[config.mk]
export PLATFORM = sky130hd
export DESIGN_NAME = mio_bus_responder
export DESIGN_NICKNAME = d
export VERILOG_FILES = /design/src/rtl/mio_bus_responder.sv
export SDC_FILE = /design/constraint.sdc
export NUM_CORES = 1
export LEC_CHECK = 0
export ABC_AREA = 1
export CORE_MARGIN = 2
export CORE_UTILIZATION = 41
export CTS_CLUSTER_DIAMETER = 120
export DETAILED_ROUTE_END_ITERATION = 8
export PLACE_DENSITY = 0.77
export SLEW_MARGIN = 30
export SYNTH_ARGS = -nofsm -noshare
export SYNTH_HDL_FRONTEND = slang
export SYNTH_SLANG_ARGS = --single-unit
[constraint.sdc]
create_clock -name clk -period 5.75 [get_ports clk]
set_input_delay 1.725 -clock clk [delete_from_list [all_inputs] [get_ports clk]]
set_output_delay 1.725 -clock clk [all_outputs]
set_load 0.01 [all_outputs]
[src/rtl/mio_bus_responder.sv]
// Responder end of the CPU memory/IO handshake.
// Decodes a held mem_r/mem_w request, runs it against a synchronous block RAM
// or the internal LED/switch registers, and answers with a one-cycle
// mio_ready pulse. Read data is registered and held until the next read
// completes.
//
// Ports:
//   clk, reset          rising-edge clock, asynchronous active-high reset
//   mem_r, mem_w        CPU read/write request levels, held until ready
//   cpu_mio             bus-ownership qualifier; requests ignored when 0
//   addr, data_out      CPU byte address and write data
//   data_in             registered read data to the CPU
//   mio_ready, bus_err  completion pulse and its error flag
//   ram_addr, ram_din   registered RAM word address and write data
//   ram_we              one-cycle RAM write strobe
//   ram_dout            RAM read data, valid one cycle after the address edge
//   sw_in, led_out      switch inputs and LED register
//   state_out           current FSM state for debug
module mio_bus_responder #(
  parameter int unsigned RAM_AW  = 10,
  parameter int unsigned RAM_LAT = 2,
  parameter int unsigned IO_LAT  = 1
) (
  input  logic              clk,
  input  logic              reset,
  input  logic              mem_r,
  input  logic              mem_w,
  input  logic              cpu_mio,
  input  logic [31:0]       addr,
  input  logic [31:0]       data_out,
  output logic [31:0]       data_in,
  output logic              mio_ready,
  output logic              bus_err,
  output logic [RAM_AW-1:0] ram_addr,
  output logic [31:0]       ram_din,
  output logic              ram_we,
  input  logic [31:0]       ram_dout,
  input  logic [15:0]       sw_in,
  output logic [31:0]       led_out,
  output logic [1:0]        state_out
);

  typedef enum logic [1:0] {
    StIdle   = 2'd0,
    StAccess = 2'd1,
    StResp   = 2'd2,
    StBad    = 2'd3
  } state_e;

  typedef enum logic [1:0] {
    RegRam,
    RegLed,
    RegSw,
    RegNone
  } region_e;

  localparam logic [3:0] RamCnt = 4'(RAM_LAT - 1);
  localparam logic [3:0] IoCnt  = 4'(IO_LAT - 1);

  state_e              r_state, w_state_d;
  region_e             r_region, w_region_d, w_region_in;
  logic [3:0]          r_cnt, w_cnt_d;
  logic                r_write, w_write_d;
  logic                r_err, w_err_d;
  logic [31:0]         r_wdata, w_wdata_d;
  logic [31:0]         r_data_in, w_data_in_d;
  logic                r_ready, w_ready_d;
  logic                r_bus_err, w_bus_err_d;
  logic [RAM_AW-1:0]   r_ram_addr, w_ram_addr_d;
  logic [31:0]         r_ram_din, w_ram_din_d;
  logic                r_ram_we, w_ram_we_d;
  logic [31:0]         r_led, w_led_d;
  logic                w_req;
  logic                w_unused;

  assign w_req    = cpu_mio & (mem_r | mem_w);
  // Only the region nibble and the RAM word index are decoded.
  assign w_unused = ^{addr[27:RAM_AW+2], addr[1:0]};

  always_comb begin
    case (addr[31:28])
      4'h0:    w_region_in = RegRam;
      4'hE:    w_region_in = RegLed;
      4'hF:    w_region_in = RegSw;
      default: w_region_in = RegNone;
    endcase
  end

  always_comb begin
    w_state_d    = r_state;
    w_region_d   = r_region;
    w_cnt_d      = r_cnt;
    w_write_d    = r_write;
    w_err_d      = r_err;
    w_wdata_d    = r_wdata;
    w_data_in_d  = r_data_in;
    w_ram_addr_d = r_ram_addr;
    w_ram_din_d  = r_ram_din;
    w_led_d      = r_led;
    w_ready_d    = 1'b0;
    w_bus_err_d  = 1'b0;
    w_ram_we_d   = 1'b0;  // strobe lives only in the first ACCESS cycle

    unique case (r_state)
      StIdle: begin
        if (w_req) begin
          w_state_d  = StAccess;
          w_region_d = w_region_in;
          // mem_r & mem_w together is illegal and completes as a write.
          w_write_d  = mem_w;
          w_err_d    = (mem_r & mem_w) | (w_region_in == RegNone);
          w_wdata_d  = data_out;
          w_cnt_d    = (w_region_in == RegRam) ? RamCnt : IoCnt;
          if (w_region_in == RegRam) begin
            w_ram_addr_d = addr[RAM_AW+1:2];
            w_ram_din_d  = data_out;
            w_ram_we_d   = mem_w;
          end
        end
      end
      StAccess: begin
        if (r_cnt != 4'd0) begin
          w_cnt_d = r_cnt - 4'd1;
        end else begin
          w_state_d   = StResp;
          w_ready_d   = 1'b1;
          w_bus_err_d = r_err;
          unique case (r_region)
            RegRam:  if (!r_write) w_data_in_d = ram_dout;
            RegLed:  if (r_write) w_led_d = r_wdata; else w_data_in_d = r_led;
            RegSw:   if (!r_write) w_data_in_d = {16'h0, sw_in};
            RegNone: if (!r_write) w_data_in_d = 32'h0;
          endcase
        end
      end
      StResp: begin
        w_state_d = StIdle;
      end
      StBad: begin
        // Unreachable encoding: fall back to reset values, keeping the LEDs.
        w_state_d    = StIdle;
        w_data_in_d  = 32'h0;
        w_ram_addr_d = '0;
        w_ram_din_d  = 32'h0;
      end
    endcase
  end

  always_ff @(posedge clk or posedge reset) begin
    if (reset) begin
      r_state    <= StIdle;
      r_region   <= RegRam;
      r_cnt      <= 4'd0;
      r_write    <= 1'b0;
      r_err      <= 1'b0;
      r_wdata    <= 32'h0;
      r_data_in  <= 32'h0;
      r_ready    <= 1'b0;
      r_bus_err  <= 1'b0;
      r_ram_addr <= '0;
      r_ram_din  <= 32'h0;
      r_ram_we   <= 1'b0;
      r_led      <= 32'h0;
    end else begin
      r_state    <= w_state_d;
      r_region   <= w_region_d;
      r_cnt      <= w_cnt_d;
      r_write    <= w_write_d;
      r_err      <= w_err_d;
      r_wdata    <= w_wdata_d;
      r_data_in  <= w_data_in_d;
      r_ready    <= w_ready_d;
      r_bus_err  <= w_bus_err_d;
      r_ram_addr <= w_ram_addr_d;
      r_ram_din  <= w_ram_din_d;
      r_ram_we   <= w_ram_we_d;
      r_led      <= w_led_d;
    end
  end

  assign data_in   = r_data_in;
  assign mio_ready = r_ready;
  assign bus_err   = r_bus_err;
  assign ram_addr  = r_ram_addr;
  assign ram_din   = r_ram_din;
  assign ram_we    = r_ram_we;
  assign led_out   = r_led;
  assign state_out = r_state;

endmodule
==> results of run 1 <==
-- cells in the mapped netlist (all sizes together) --
cell    number
nand2      463
dfrtp      151
nand3      100
buf         27
inv         18
nor2        16
clkbuf      14
nand4        4
o21ai        3
or2          2
a21oi        1
ha           1
nor3         1
-- layout make-up --
type                       count  area share, %
tap                          211          2.869
timing repair buffer         215          23.49
sequential                   151          41.06
clock buffer                  24          5.235
multi-input combinational    591          26.30
inverter                      18         0.7750
clock inverter                 5         0.2719
-- cell usage in the layout, fill, tap and decap left out --
| cell | netlist | final |
|---|---|---|
| a21oi_1 | 1 | 1 |
| buf_12 | 0 | 2 |
| buf_4 | 5 | 4 |
| clkbuf_1 | 14 | 4 |
| clkbuf_16 | 0 | 17 |
| clkbuf_8 | 0 | 3 |
| clkdlybuf4s50_1 | 0 | 209 |
| clkinv_2 | 0 | 5 |
| clkinvlp_4 | 0 | 1 |
| dfrtp_1 | 151 | 151 |
| ha_1 | 1 | 1 |
| inv_1 | 15 | 13 |
| inv_2 | 3 | 4 |
| nand2_1 | 460 | 459 |
| nand2_2 | 3 | 4 |
| nand3_1 | 99 | 99 |
| nand3_2 | 1 | 1 |
| nand4_1 | 4 | 4 |
| nor2_1 | 14 | 12 |
| nor2_2 | 1 | 2 |
| nor2_4 | 1 | 2 |
| nor3_4 | 0 | 1 |
| o21ai_0 | 3 | 3 |
| or2_2 | 2 | 2 |
-- how the worst max path moves through the flow --
stage                                         end  slack (ps)  startpoint  cells past startpoint
final                      ram_din[6]$_DFFE_PP0P_        1820       mem_w                      9
after detailed placement  ram_addr[2]$_DFFE_PP0P_        1370       mem_w                      9
after global placement    ram_addr[5]$_DFFE_PP0P_        1400       mem_w                      9
after CTS                 ram_addr[2]$_DFFE_PP0P_        1800       mem_w                      9
after floorplan                 bus_err$_DFF_PP0_        2120       reset                      1
after global routing      ram_addr[2]$_DFFE_PP0P_        1610       mem_w                      9
-- layer usage --
layer,routed length (µm),GRT usage (%)
met4,289,7.211
met1,8380,31.42
met5,0,0
met2,8033,31.69
met3,1015,4.748
-- power groups by stage --
stage / Combinational, mW / Clock (mW) / Sequential [mW]
floorplan: 0.856 / 0 / 2.01
global placement: 2.02 / 0 / 1.92
detailed placement: 2.06 / 0 / 1.92
CTS: 2.06 / 0.994 / 1.92
global route: 2.26 / 1.04 / 1.98
finish: 2.04 / 0.968 / 1.92
-- cell families after synthesis --
| family | after synthesis |
|---|---|
| fa+ha+maj | 1 |
| flops | 151 |
| buf+inv | 59 |
| compound gates | 4 |
| simple gates | 586 |
-- state kept, by name (all words and copies together), names as in the netlist --
signal,count
data_in,32
led_out,32
r_wdata,32
ram_din,32
ram_addr,10
r_cnt,4
r_region,2
state_out,2
bus_err,1
mio_ready,1
r_err,1
r_write,1
ram_we,1
-- through the flow --
stage | setup slack, ps | cells
2_1_floorplan | 2122 | 801
3_3_place_gp | 1396 | 1186
3_5_place_dp | 1370 | 1186
4_1_cts | 1805 | 1215
5_1_grt | 1614 | 1215
6_report | 1817 | 1215
-- worst register-to-register path, cell delays in order, from the launching register on --
cell and delay, ps:
dfrtp_1 460, nor2_1 160, nand3_2 80, buf_4 280, inv_2 520, nand2_2 680
nand3_1 270, nand2_1 80
==> metrics.md, run 1 <==
| Metric | Value |
|---|---|
| Power dissipated by switching net loads | `approximately 1.8 mW` |
| Total power consumption of the routed design | `4.927 mW` |
| Average wire per standard cell | `14.58 µm` |
| Total iterations of the first detailed-routing run | `4` |
| #FFs+latches synth | `151` |
| Post-synthesis instance area | `between 6000 and 7000 µm²` |
| Count of buffering cells on the critical path with inverters included | `4` |
| Synth Area in Adders | `0.1935%` |
| Comb power frac | `41.4%` |
| Internal Dissipation | `3.113 mW` |
| Total half-perimeter wirelength after legalization and detailed placement | `~12,000 µm` |
| Main combinational cell family by area after synthesis | `simple AND/OR/NAND/NOR gates` |
| Cts bufs inserted | `17` |
| Final critical delay including setup and external delays | `~4000 ps` |
| Final clock skew | `approximately 9.1 ps` |
| Total Wirelength | `17,720 µm` |
| Largest stage delay on the critical path | `roughly 680 ps` |
| Die Wd | `between 100 and 150 µm` |
| Share of total power consumed by net switching | `a little under two fifths` |
| Placeable core region | `15,310 µm²` |
| Drt first-iter violations | `~400` |
| Synth top area cells | `dfrtp_1 58%, nand2_1 27%, nand3_1 7.7%, buf_2 1.4%, inv_1 0.87%` |
| Number of global-route vias before repair | `5,455` |
| First-pass GRT wire length | `roughly 28,000 µm` |
| Routability Congestion | `0.8712` |
| Final #Nets | `1,112` |
| Total of hold buffers inserted after clock tree synthesis | `0` |
| Layout-stage area growth over the synthesis result | `42.35%` |
| Part of the power in registers | `38.9%` |
| Share of layout cells above drive strength 1 | `~4.8%` |
| Sum of overflow across all layers after global routing | `0` |
| Number of ports placed on the die boundary | `228` |
| Seq. cell area | `roughly 3800 µm²` |
| Portion of the post-synthesis area used by sequential elements | `58.45%` |
| Ant diodes | `0` |
| Number of pins with negative max-slew slack in the final report | `0` |
| Post-route standard cell area excluding fillers | `9203 µm²` |
| CTS clock-pin slew for the worst setup and hold paths | `50 ps` |
| Multi-input combinational cell area | `2420 µm²` |
| Average size of a mapped cell | `8.071 µm²` |
| Reg2Reg Setup Slack | `approximately 3100 ps` |
| Relative slew slack | `37.05%` |
| DR vias | `5,806` |
| Antenna violations before repair | `0` |
| Data arrival at the endpoint of the critical path | `4220 ps` |
| Max-cap violations | `0` |
| Number of rows in the core area | `45` |
| Vertical die dimension | `roughly 130 µm` |
| End of the worst hold path | `data_in[31]$_DFFE_PP0P_` |
| Antenna Nets Post-Route | `0` |
| Share of the synthesized area in the top cell type | `58.45%` |
| I/O Buffers | `around 210` |
| R2R Path End | `ram_din[6]$_DFFE_PP0P_` |
| Largest delay contributor family on the critical path | `buffers and inverters` |
| Hold Crit Class | `register to register` |
| Skew-Pair Late Insertion Delay | `just over 400 ps` |
| Number of failing hold endpoints at the final stage | `0` |
| Sort of element at the start of the critical path | `input port` |
| Leak pwr | `4.695 nW` |
| Maximum number of buffers from clock root to sink | `2` |
| Overall global routing resource usage | `21.45%` |
| Clock network fraction of total power | `19.6%` |
| Leading area contributor after synthesis | `dfrtp_1` |
| Worst hold stages | `2` |
| Floorplan die area | `16,790 µm²` |
| Post-synth net total | `approximately 920` |
| CP Capture Type | `register` |
| Reg2reg path depth | `7` |
| Highest-delay cell along the critical path | `nand2_2` |
| Post-detailed-route via-to-cell ratio | `4.779` |
| Ordered list of cells on the worst path | `clkdlybuf4s50_1 -> inv_1 -> nand2_1 -> nand3_2 -> buf_4 -> inv_2 -> nand2_2 -> nand3_1 -> nand2_1` |
| Simple-Gate Fraction of Synth Area | `between 30% and 40%` |
| Post-cts gate resize count | `0` |
| Pwr per Cell Area | `535.4 nW/µm²` |
| Least-Margin Pin Slew | `~940 ps` |
| Number of warnings printed during yosys synthesis | `0` |
| Filler cell count | `between 1,000 and 1,500` |
| Crit path required time | `6040 ps` |
| Share of synthesized area spent on multiplexers | `0%` |
| Result of the run | `complete, no violations` |
| Starting density of the core | `a little over two fifths` |
| Synth Area in Compound Gates | `0.3097%` |
| Most prevalent standard cell on the critical path | `nand2_1` |
| DRC errors left | `0` |
| Highest clock frequency the design can meet | `254.2 MHz` |
| Start of the worst register-to-register path | `state_out[0]$_DFFE_PP0P_` |
| Setup-violating endpoint count in the final report | `0` |
| WS Path Type | `input port to register` |
| Sinks on the clock net | `151` |
| Buffers inserted by post-CTS timing repair | `0` |
| Post-Route Setup TNS | `0 ps` |
| Placed cell area | `8696 µm²` |
| Unrepaired setup endpoints after global routing | `false` |
| Worst min-delay path startpoint | `data_in[31]$_DFFE_PP0P_` |
| Crit path max fanout | `45` |
| Level count of the clock H-tree | `4` |
| Largest net degree at the start of global routing | `67` |
| Post-synthesis share of cell area spent on xor and xnor gates | `0%` |
| Ratio of final minimum period to clock period | `68.40%` |
| Worst slack on hold paths | `475.1 ps` |
| Cells after synthesis | `801` |
| Cell variety after synth | `21` |
| Max rail drop VDD | `0.0002536 V` |
| Layout Utilization | `roughly three fifths` |
| Cell at the root of the clock tree | `clkbuf_16` |
| TritonCTS clock tree | `done` |
Note: power is estimated with default switching activity, not from simulation.
==> inputs of run 2 (changes only) <==
- clock period: 5.75 -> 3.5 ns (I/O delays scaled with it)
==> run 2 against run 1 <==
Clock skew decreased by 3.2 ps. Sequential power increased by 64%. Non-clock buffer count increased by 5. Cell area increased by 0.56%. Highest routed layer unchanged. Worst setup slack got worse by 810 ps. First-iteration DRC count decreased by 5.4%. Clock power increased by 73%. Routed wire length decreased by 1.3%. Largest power group unchanged. Worst hold slack got worse by 1.9 ps. Register-to-register slack got worse by 1900 ps. Critical path depth decreased by 8.
==> metrics.md, run 2 (synthesis results as in run 1) <==
| Metric | Value |
|---|---|
| Top layer in use | `met4 (unchanged)` |
| Average wire per standard cell | `14.32 µm (was 14.58 µm)` |
| CP Capture Type | `primary output (was register)` |
| I/O Buffers | `209 (unchanged)` |
| Largest stage delay on the critical path | `590 ps (was 680 ps)` |
| DR WL met2 | `7817 µm (was 8033 µm)` |
| Level count of the clock H-tree | `4 (unchanged)` |
| Sinks on the clock net | `151 (unchanged)` |
| Total half-perimeter wirelength after legalization and detailed placement | `12,150 µm (was 12,220 µm)` |
| Placeable core region | `15,310 µm² (unchanged)` |
| WS Path Type | `register to primary output (was input port to register)` |
| Starting density of the core | `42.21% (unchanged)` |
| Final critical delay including setup and external delays | `2494 ps` |
| Ratio of final minimum period to clock period | `71.26%` |
| DR vias | `5,742 (was 5,806)` |
| Post-Route Setup TNS | `0 ps (unchanged)` |
| Total of hold buffers inserted after clock tree synthesis | `0 (unchanged)` |
| Highest clock frequency the design can meet | `401.0 MHz` |
| Layout-stage area growth over the synthesis result | `43.14% (was 42.35%)` |
| Overall global routing resource usage | `21.05% (was 21.45%)` |
| Drt first-iter violations | `388 (was 410)` |
| End of the worst hold path | `data_in[31]$_DFFE_PP0P_ (unchanged)` |
| Antenna Nets Post-Route | `0 (unchanged)` |
| Setup-violating endpoint count in the final report | `0 (unchanged)` |
| Final #Nets | `1,117 (was 1,112)` |
| Sum of overflow across all layers after global routing | `0 (unchanged)` |
| Cell at the root of the clock tree | `clkbuf_16 (unchanged)` |
| Post-detailed-route via-to-cell ratio | `4.703 (was 4.779)` |
| R2R Path End | `led_out[7]$_DFFE_PP0P_ (was ram_din[6]$_DFFE_PP0P_)` |
| Total iterations of the first detailed-routing run | `5 (was 4)` |
| Vertical die dimension | `129.6 µm (unchanged)` |
| Metal3 WL | `947 µm (was 1015 µm)` |
| Start of the worst register-to-register path | `r_cnt[0]$_DFFE_PP0P_ (was state_out[0]$_DFFE_PP0P_)` |
| Final clock skew | `5.949 ps (was 9.144 ps)` |
| Number of ports placed on the die boundary | `228 (unchanged)` |
| TritonCTS clock tree | `done (unchanged)` |
| Crit path max fanout | `6 (was 45)` |
| Cell count after placement | `1,191 (was 1,186)` |
| Worst min-delay path startpoint | `data_in[31]$_DFFE_PP0P_ (unchanged)` |
| Final Instance Count excl. Fillers | `1,221 (was 1,215)` |
| Reg2reg path depth | `7 (unchanged)` |
| DRC errors left | `0 (unchanged)` |
| Leak pwr | `4.717 nW (was 4.695 nW)` |
| Unrepaired setup endpoints after global routing | `false (unchanged)` |
| Number of rows in the core area | `45 (unchanged)` |
| Relative slew slack | `55.30% (was 37.05%)` |
| Number of failing hold endpoints at the final stage | `0 (unchanged)` |
| Number of global-route vias before repair | `5,287 (was 5,455)` |
| Crit path required time | `2450 ps (was 6040 ps)` |
| Cts bufs inserted | `17 (unchanged)` |
| Ordered list of cells on the worst path | `clkdlybuf4s50_1 (was clkdlybuf4s50_1 -> inv_1 -> nand2_1 -> nand3_2 -> buf_4 -> inv_2 -> nand2_2 -> nand3_1 -> nand2_1)` |
| First-pass GRT wire length | `27,700 µm (was 28,480 µm)` |
| Max-cap violations | `0 (unchanged)` |
| Maximum number of buffers from clock root to sink | `2 (unchanged)` |
| Total Wirelength | `17,480 µm (was 17,720 µm)` |
| Least-Margin Pin Slew | `669.8 ps (was 942.0 ps)` |
| Result of the run | `complete, no violations (unchanged)` |
| Max rail drop VDD | `0.0004357 V (was 0.0002536 V)` |
| Count of buffering cells on the critical path with inverters included | `1 (was 4)` |
| Hold Crit Class | `register to register (unchanged)` |
| Die Wd | `129.6 µm (unchanged)` |
| Ant diodes | `0 (unchanged)` |
| Floorplan die area | `16,790 µm² (unchanged)` |
| Number of pins with negative max-slew slack in the final report | `0 (unchanged)` |
| Post-cts gate resize count | `0 (unchanged)` |
| Met1 routed wirelength after detailed routing | `8401 µm (was 8380 µm)` |
| Largest net degree at the start of global routing | `126 (was 67)` |
| Routability Congestion | `0.8618 (was 0.8712)` |
| Buffers inserted by post-CTS timing repair | `0 (unchanged)` |
| Reg2Reg Setup Slack | `1270 ps (was 3120 ps)` |
| Highest-delay cell along the critical path | `clkdlybuf4s50_1 (was nand2_2)` |
| Commonest non-fill, non-tap cells in the layout | `460 x nand2_1, 209 x clkdlybuf4s50_1, 151 x dfrtp_1 (was 459 x nand2_1, 209 x clkdlybuf4s50_1, 151 x dfrtp_1)` |
| Share of layout cells above drive strength 1 | `4.950% (was 4.781%)` |
| Worst hold stages | `2 (unchanged)` |
| Skew-Pair Late Insertion Delay | `410 ps (about the same)` |
| Sort of element at the start of the critical path | `register (was input port)` |
| Pwr per Cell Area | `883.4 nW/µm² (was 535.4 nW/µm²)` |
| CTS clock-pin slew for the worst setup and hold paths | `50 ps (about the same)` |
| Antenna violations before repair | `0 (unchanged)` |
| Most frequent standard cell in the layout excluding fill and tap cells | `nand2_1 (unchanged)` |
| Largest delay contributor family on the critical path | `buffers and inverters (unchanged)` |
| Data arrival at the endpoint of the critical path | `1440 ps (was 4220 ps)` |
run 2: changes by cell type in the layout (fill, tap and decap cells not counted), sizes merged:
cell      before  now
buf            6   11
clkinvlp       1    2
clkbuf        24   27
clkinv         5    1
bufinv         0    1
run 2: final cells by class:
cell class | instances | area (µm²)
Timing Repair Buffer | 220 | 2187
Clock buffer | 27 | 493.0
Inverter | 18 | 71.32
Sequential cell | 151 | 3779
Multi-Input combinational cell | 591 | 2417
Fill cell | 1410 | 6061
Tap cell | 211 | 264.0
Clock inverter | 3 | 42.54
run 2: worst max path at each step:
stage	start	endpoint	slack (ps)	cells past startpoint
detailed placement	addr[29]	ram_din[29]$_DFFE_PP0P_	760	9
finish	state_out[0]$_DFFE_PP0P_	state_out[0]	1010	1
floorplan	reset	bus_err$_DFF_PP0_	550	1
global placement	addr[29]	ram_din[30]$_DFFE_PP0P_	820	9
CTS	state_out[0]$_DFFE_PP0P_	state_out[0]	980	1
global route	state_out[0]$_DFFE_PP0P_	state_out[0]	960	1
run 2: metrics by stage:
| step | total power [mW] | utilization, % | worst slack [ps] | instance area [µm²] | hold WS [ps] |
|---|---|---|---|---|---|
| 3_3_place_gp | 6.469 | 56.91 | 815.4 | 8716 | 460.3 |
| 4_1_cts | 8.259 | 60.42 | 979.9 | 9254 | 479.1 |
| 2_1_floorplan | 4.704 | - | 547.0 | 6469 | 449.6 |
| 6_report | 8.175 | 60.42 | 1006 | 9254 | 473.2 |
| 5_1_grt | 8.752 | 60.42 | 962.2 | 9254 | 494.9 |
| 3_5_place_dp | 6.555 | 56.93 | 763.4 | 8718 | 463.7 |
run 2: power by group:
group | internal [mW] | leakage [nW] | switching (mW)
Sequential | 2.56 | 2.00 | 0.590
Clock | 1.03 | 0.258 | 0.642
Combinational | 1.62 | 2.46 | 1.73
Total | 5.21 | 4.72 | 2.97
run 2: layer usage:
layer,GRT usage (%),vias to the layer above
met2,31.32,157
met1,30.50,2673
li1,-,2886
met5,0,-
met3,4.831,26
met4,7.084,0
==> inputs of run 3 (changes only) <==
- CORE_UTILIZATION: 41 -> 45
- PLACE_DENSITY: 0.77 -> 0.8
- clock period: 3.5 -> 2.3 ns (I/O delays scaled with it)
==> run 3 against run 2 <==
Worst hold slack better by 6.7 ps. Global-route usage up 2.5 points. Worst setup slack worse by 830 ps. Combinational power up 54%. First-iteration DRC count down 9.0%. Via count up 2.8%. Critical path depth unchanged. Clock skew up 4.3 ps. Utilization up 7.0 points. Final cell count down 1.7%. Highest routed layer unchanged. Count of clock-buffer cells in the layout down 8.
==> metrics.md, run 3 (synthesis results as in run 1) <==
| Metric | Value |
|---|---|
| Least-Margin Pin Slew | `560.3 ps (was 669.8 ps)` |
| Number of pins with negative max-slew slack in the final report | `0 (unchanged)` |
| Placeable core region | `13,930 µm² (was 15,310 µm²)` |
| Total power consumption of the routed design | `12.90 mW (was 8.175 mW)` |
| Largest net degree at the start of global routing | `61 (was 126)` |
| Leak pwr | `4.819 nW (was 4.717 nW)` |
| Setup-violating endpoint count in the final report | `0 (unchanged)` |
| Post-Route Setup TNS | `0 ps (unchanged)` |
| Drt first-iter violations | `353 (was 388)` |
| Total of hold buffers inserted after clock tree synthesis | `0 (unchanged)` |
| Antenna Nets Post-Route | `0 (unchanged)` |
| Worst min-delay path startpoint | `data_in[22]$_DFFE_PP0P_ (was data_in[31]$_DFFE_PP0P_)` |
| Data arrival at the endpoint of the critical path | `1430 ps (was 1440 ps)` |
| Worst hold stages | `2 (unchanged)` |
| Skew-Pair Late Insertion Delay | `410 ps (about the same)` |
| Count of buffering cells on the critical path with inverters included | `1 (unchanged)` |
| First-pass GRT wire length | `27,820 µm (was 27,700 µm)` |
| Vertical die dimension | `123.9 µm (was 129.6 µm)` |
| Antenna violations before repair | `0 (unchanged)` |
| I/O Buffers | `209 (unchanged)` |
| Final clock skew | `10.27 ps (was 5.949 ps)` |
| Cell at the root of the clock tree | `clkbuf_16 (unchanged)` |
| Ordered list of cells on the worst path | `clkdlybuf4s50_1 (unchanged)` |
| Final #Nets | `1,125 (was 1,117)` |
| Relative slew slack | `62.51% (was 55.30%)` |
| R2R Path End | `data_in[20]$_DFFE_PP0P_ (was led_out[7]$_DFFE_PP0P_)` |
| Reg2Reg Setup Slack | `450 ps (was 1270 ps)` |
| WS Path Type | `register to primary output (unchanged)` |
| End of the worst hold path | `data_in[22]$_DFFE_PP0P_ (was data_in[31]$_DFFE_PP0P_)` |
| Most frequent standard cell in the layout excluding fill and tap cells | `nand2_1 (unchanged)` |
| CTS clock-pin slew for the worst setup and hold paths | `60 ps (was 50 ps)` |
| Post-cts gate resize count | `0 (unchanged)` |
| Routability Congestion | `0.8408 (was 0.8618)` |
| Largest delay contributor family on the critical path | `buffers and inverters (unchanged)` |
| Number of rows in the core area | `43 (was 45)` |
| Final critical delay including setup and external delays | `2121 ps` |
| Number of ports placed on the die boundary | `228 (unchanged)` |
| Average wire per standard cell | `14.60 µm (was 14.32 µm)` |
| Overall global routing resource usage | `23.50% (was 21.05%)` |
| Filler cell count | `1,157 (was 1,410)` |
| Post-detailed-route via-to-cell ratio | `4.919 (was 4.703)` |
| Max-cap violations | `0 (unchanged)` |
| Unrepaired setup endpoints after global routing | `false (unchanged)` |
| Cell count after placement | `1,168 (was 1,191)` |
| Total iterations of the first detailed-routing run | `5 (unchanged)` |
| Starting density of the core | `46.39% (was 42.21%)` |
| Number of global-route vias before repair | `5,609 (was 5,287)` |
| Commonest non-fill, non-tap cells in the layout | `460 x nand2_1, 209 x clkdlybuf4s50_1, 151 x dfrtp_1 (unchanged)` |
| Total Wirelength | `17,520 µm (was 17,480 µm)` |
| Maximum number of buffers from clock root to sink | `2 (unchanged)` |
| Result of the run | `complete, no violations (unchanged)` |
| Max rail drop VDD | `0.0007540 V (was 0.0004357 V)` |
| Floorplan die area | `15,340 µm² (was 16,790 µm²)` |
| Sum of overflow across all layers after global routing | `0 (unchanged)` |
| Level count of the clock H-tree | `4 (unchanged)` |
| Crit path max fanout | `6 (unchanged)` |
| Highest-delay cell along the critical path | `clkdlybuf4s50_1 (unchanged)` |
| Highest clock frequency the design can meet | `roughly 470 MHz` |
| Hold Crit Class | `register to register (unchanged)` |
| Ant diodes | `0 (unchanged)` |
| Die Wd | `123.9 µm (was 129.6 µm)` |
| Ratio of final minimum period to clock period | `92.24%` |
| Largest stage delay on the critical path | `570 ps (was 590 ps)` |
| Layout-stage area growth over the synthesis result | `45.38% (was 43.14%)` |
| Total half-perimeter wirelength after legalization and detailed placement | `12,370 µm (was 12,150 µm)` |
| Pwr per Cell Area | `1372 nW/µm² (was 883.4 nW/µm²)` |
| DRC errors left | `0 (unchanged)` |
| Crit path required time | `1610 ps (was 2450 ps)` |
| Final Instance Count excl. Fillers | `1,200 (was 1,221)` |
| Reg2reg path depth | `8 (was 7)` |
| Sort of element at the start of the critical path | `register (unchanged)` |
| Buffers inserted by post-CTS timing repair | `0 (unchanged)` |
| CP Capture Type | `primary output (unchanged)` |
| Number of failing hold endpoints at the final stage | `0 (unchanged)` |
| Sinks on the clock net | `151 (unchanged)` |
| Start of the worst register-to-register path | `r_cnt[0]$_DFFE_PP0P_ (unchanged)` |
| DR vias | `5,903 (was 5,742)` |
| Cts bufs inserted | `17 (unchanged)` |
| Share of layout cells above drive strength 1 | `6.373% (was 4.950%)` |
| TritonCTS clock tree | `done (unchanged)` |
==> run 3: changes by cell type in the layout (fill, tap and decap cells not counted), sizes merged <==
cell	change
buf	+8
clkbuf	-8
clkinv	+4
bufinv	+3
clkinvlp	+2
inv	+1
==> run 3: layer usage <==
layer  track usage, %  vias up  part of all wire (%)
met2            35.54      199                    46
li1                 -     2905                     -
met4            8.665        0                   1.7
met3            5.586       23                   6.5
met1            33.11     2776                    45
met5                0        -                     0
==> run 3: final cells by class <==
class                           instances  area, µm²  share of cell area [%]
Sequential cell                       151       3779                   40.20
Multi-Input combinational cell        591       2410                   25.64
Timing Repair Buffer                  228       2285                   24.31
Clock inverter                         13      176.4                   1.877
Inverter                               18      71.32                  0.7588
Tap cell                              180      225.2                   2.396
Clock buffer                           19      452.9                   4.819
==> run 3: power breakdown <==
group          total [mW]  switching [mW]  leakage (nW)  internal (mW)
sequential           4.78           0.888          2.00           3.90
combinational        5.18            2.65          2.52           2.53
clock                2.93            1.07         0.305           1.87
==> run 3: worst max-delay path by stage <==
stage / cells past startpoint / endpoint / start
after floorplan: 1 / bus_err$_DFF_PP0_ / reset
after global placement: 8 / r_region[0]$_DFFE_PP0P_ / mem_w
after detailed placement: 8 / r_region[0]$_DFFE_PP0P_ / mem_w
after CTS: 1 / state_out[0] / state_out[0]$_DFFE_PP0P_
after global routing: 1 / state_out[0] / state_out[0]$_DFFE_PP0P_
final: 1 / state_out[0] / state_out[0]$_DFFE_PP0P_
==> run 3: per-stage QoR <==
stage	setup WS [ps]	cell area [µm²]	utilization [%]	hold WS (ps)
3_5_place_dp	79.88	8770	62.93	464.2
4_1_cts	143.1	9399	67.45	483.2
2_1_floorplan	-293.0	6469	-	449.6
6_report	178.6	9399	67.45	479.8
3_3_place_gp	108.3	8770	62.93	461.0
5_1_grt	113.8	9399	67.45	494.8
==> run 3: worst register-to-register path, delay by kind of cell, from the launching register on <==
family	cells	cell delay, ps
fa+ha+maj	1	230
simple gates	5	770
flops	1	360
buf+inv	2	410
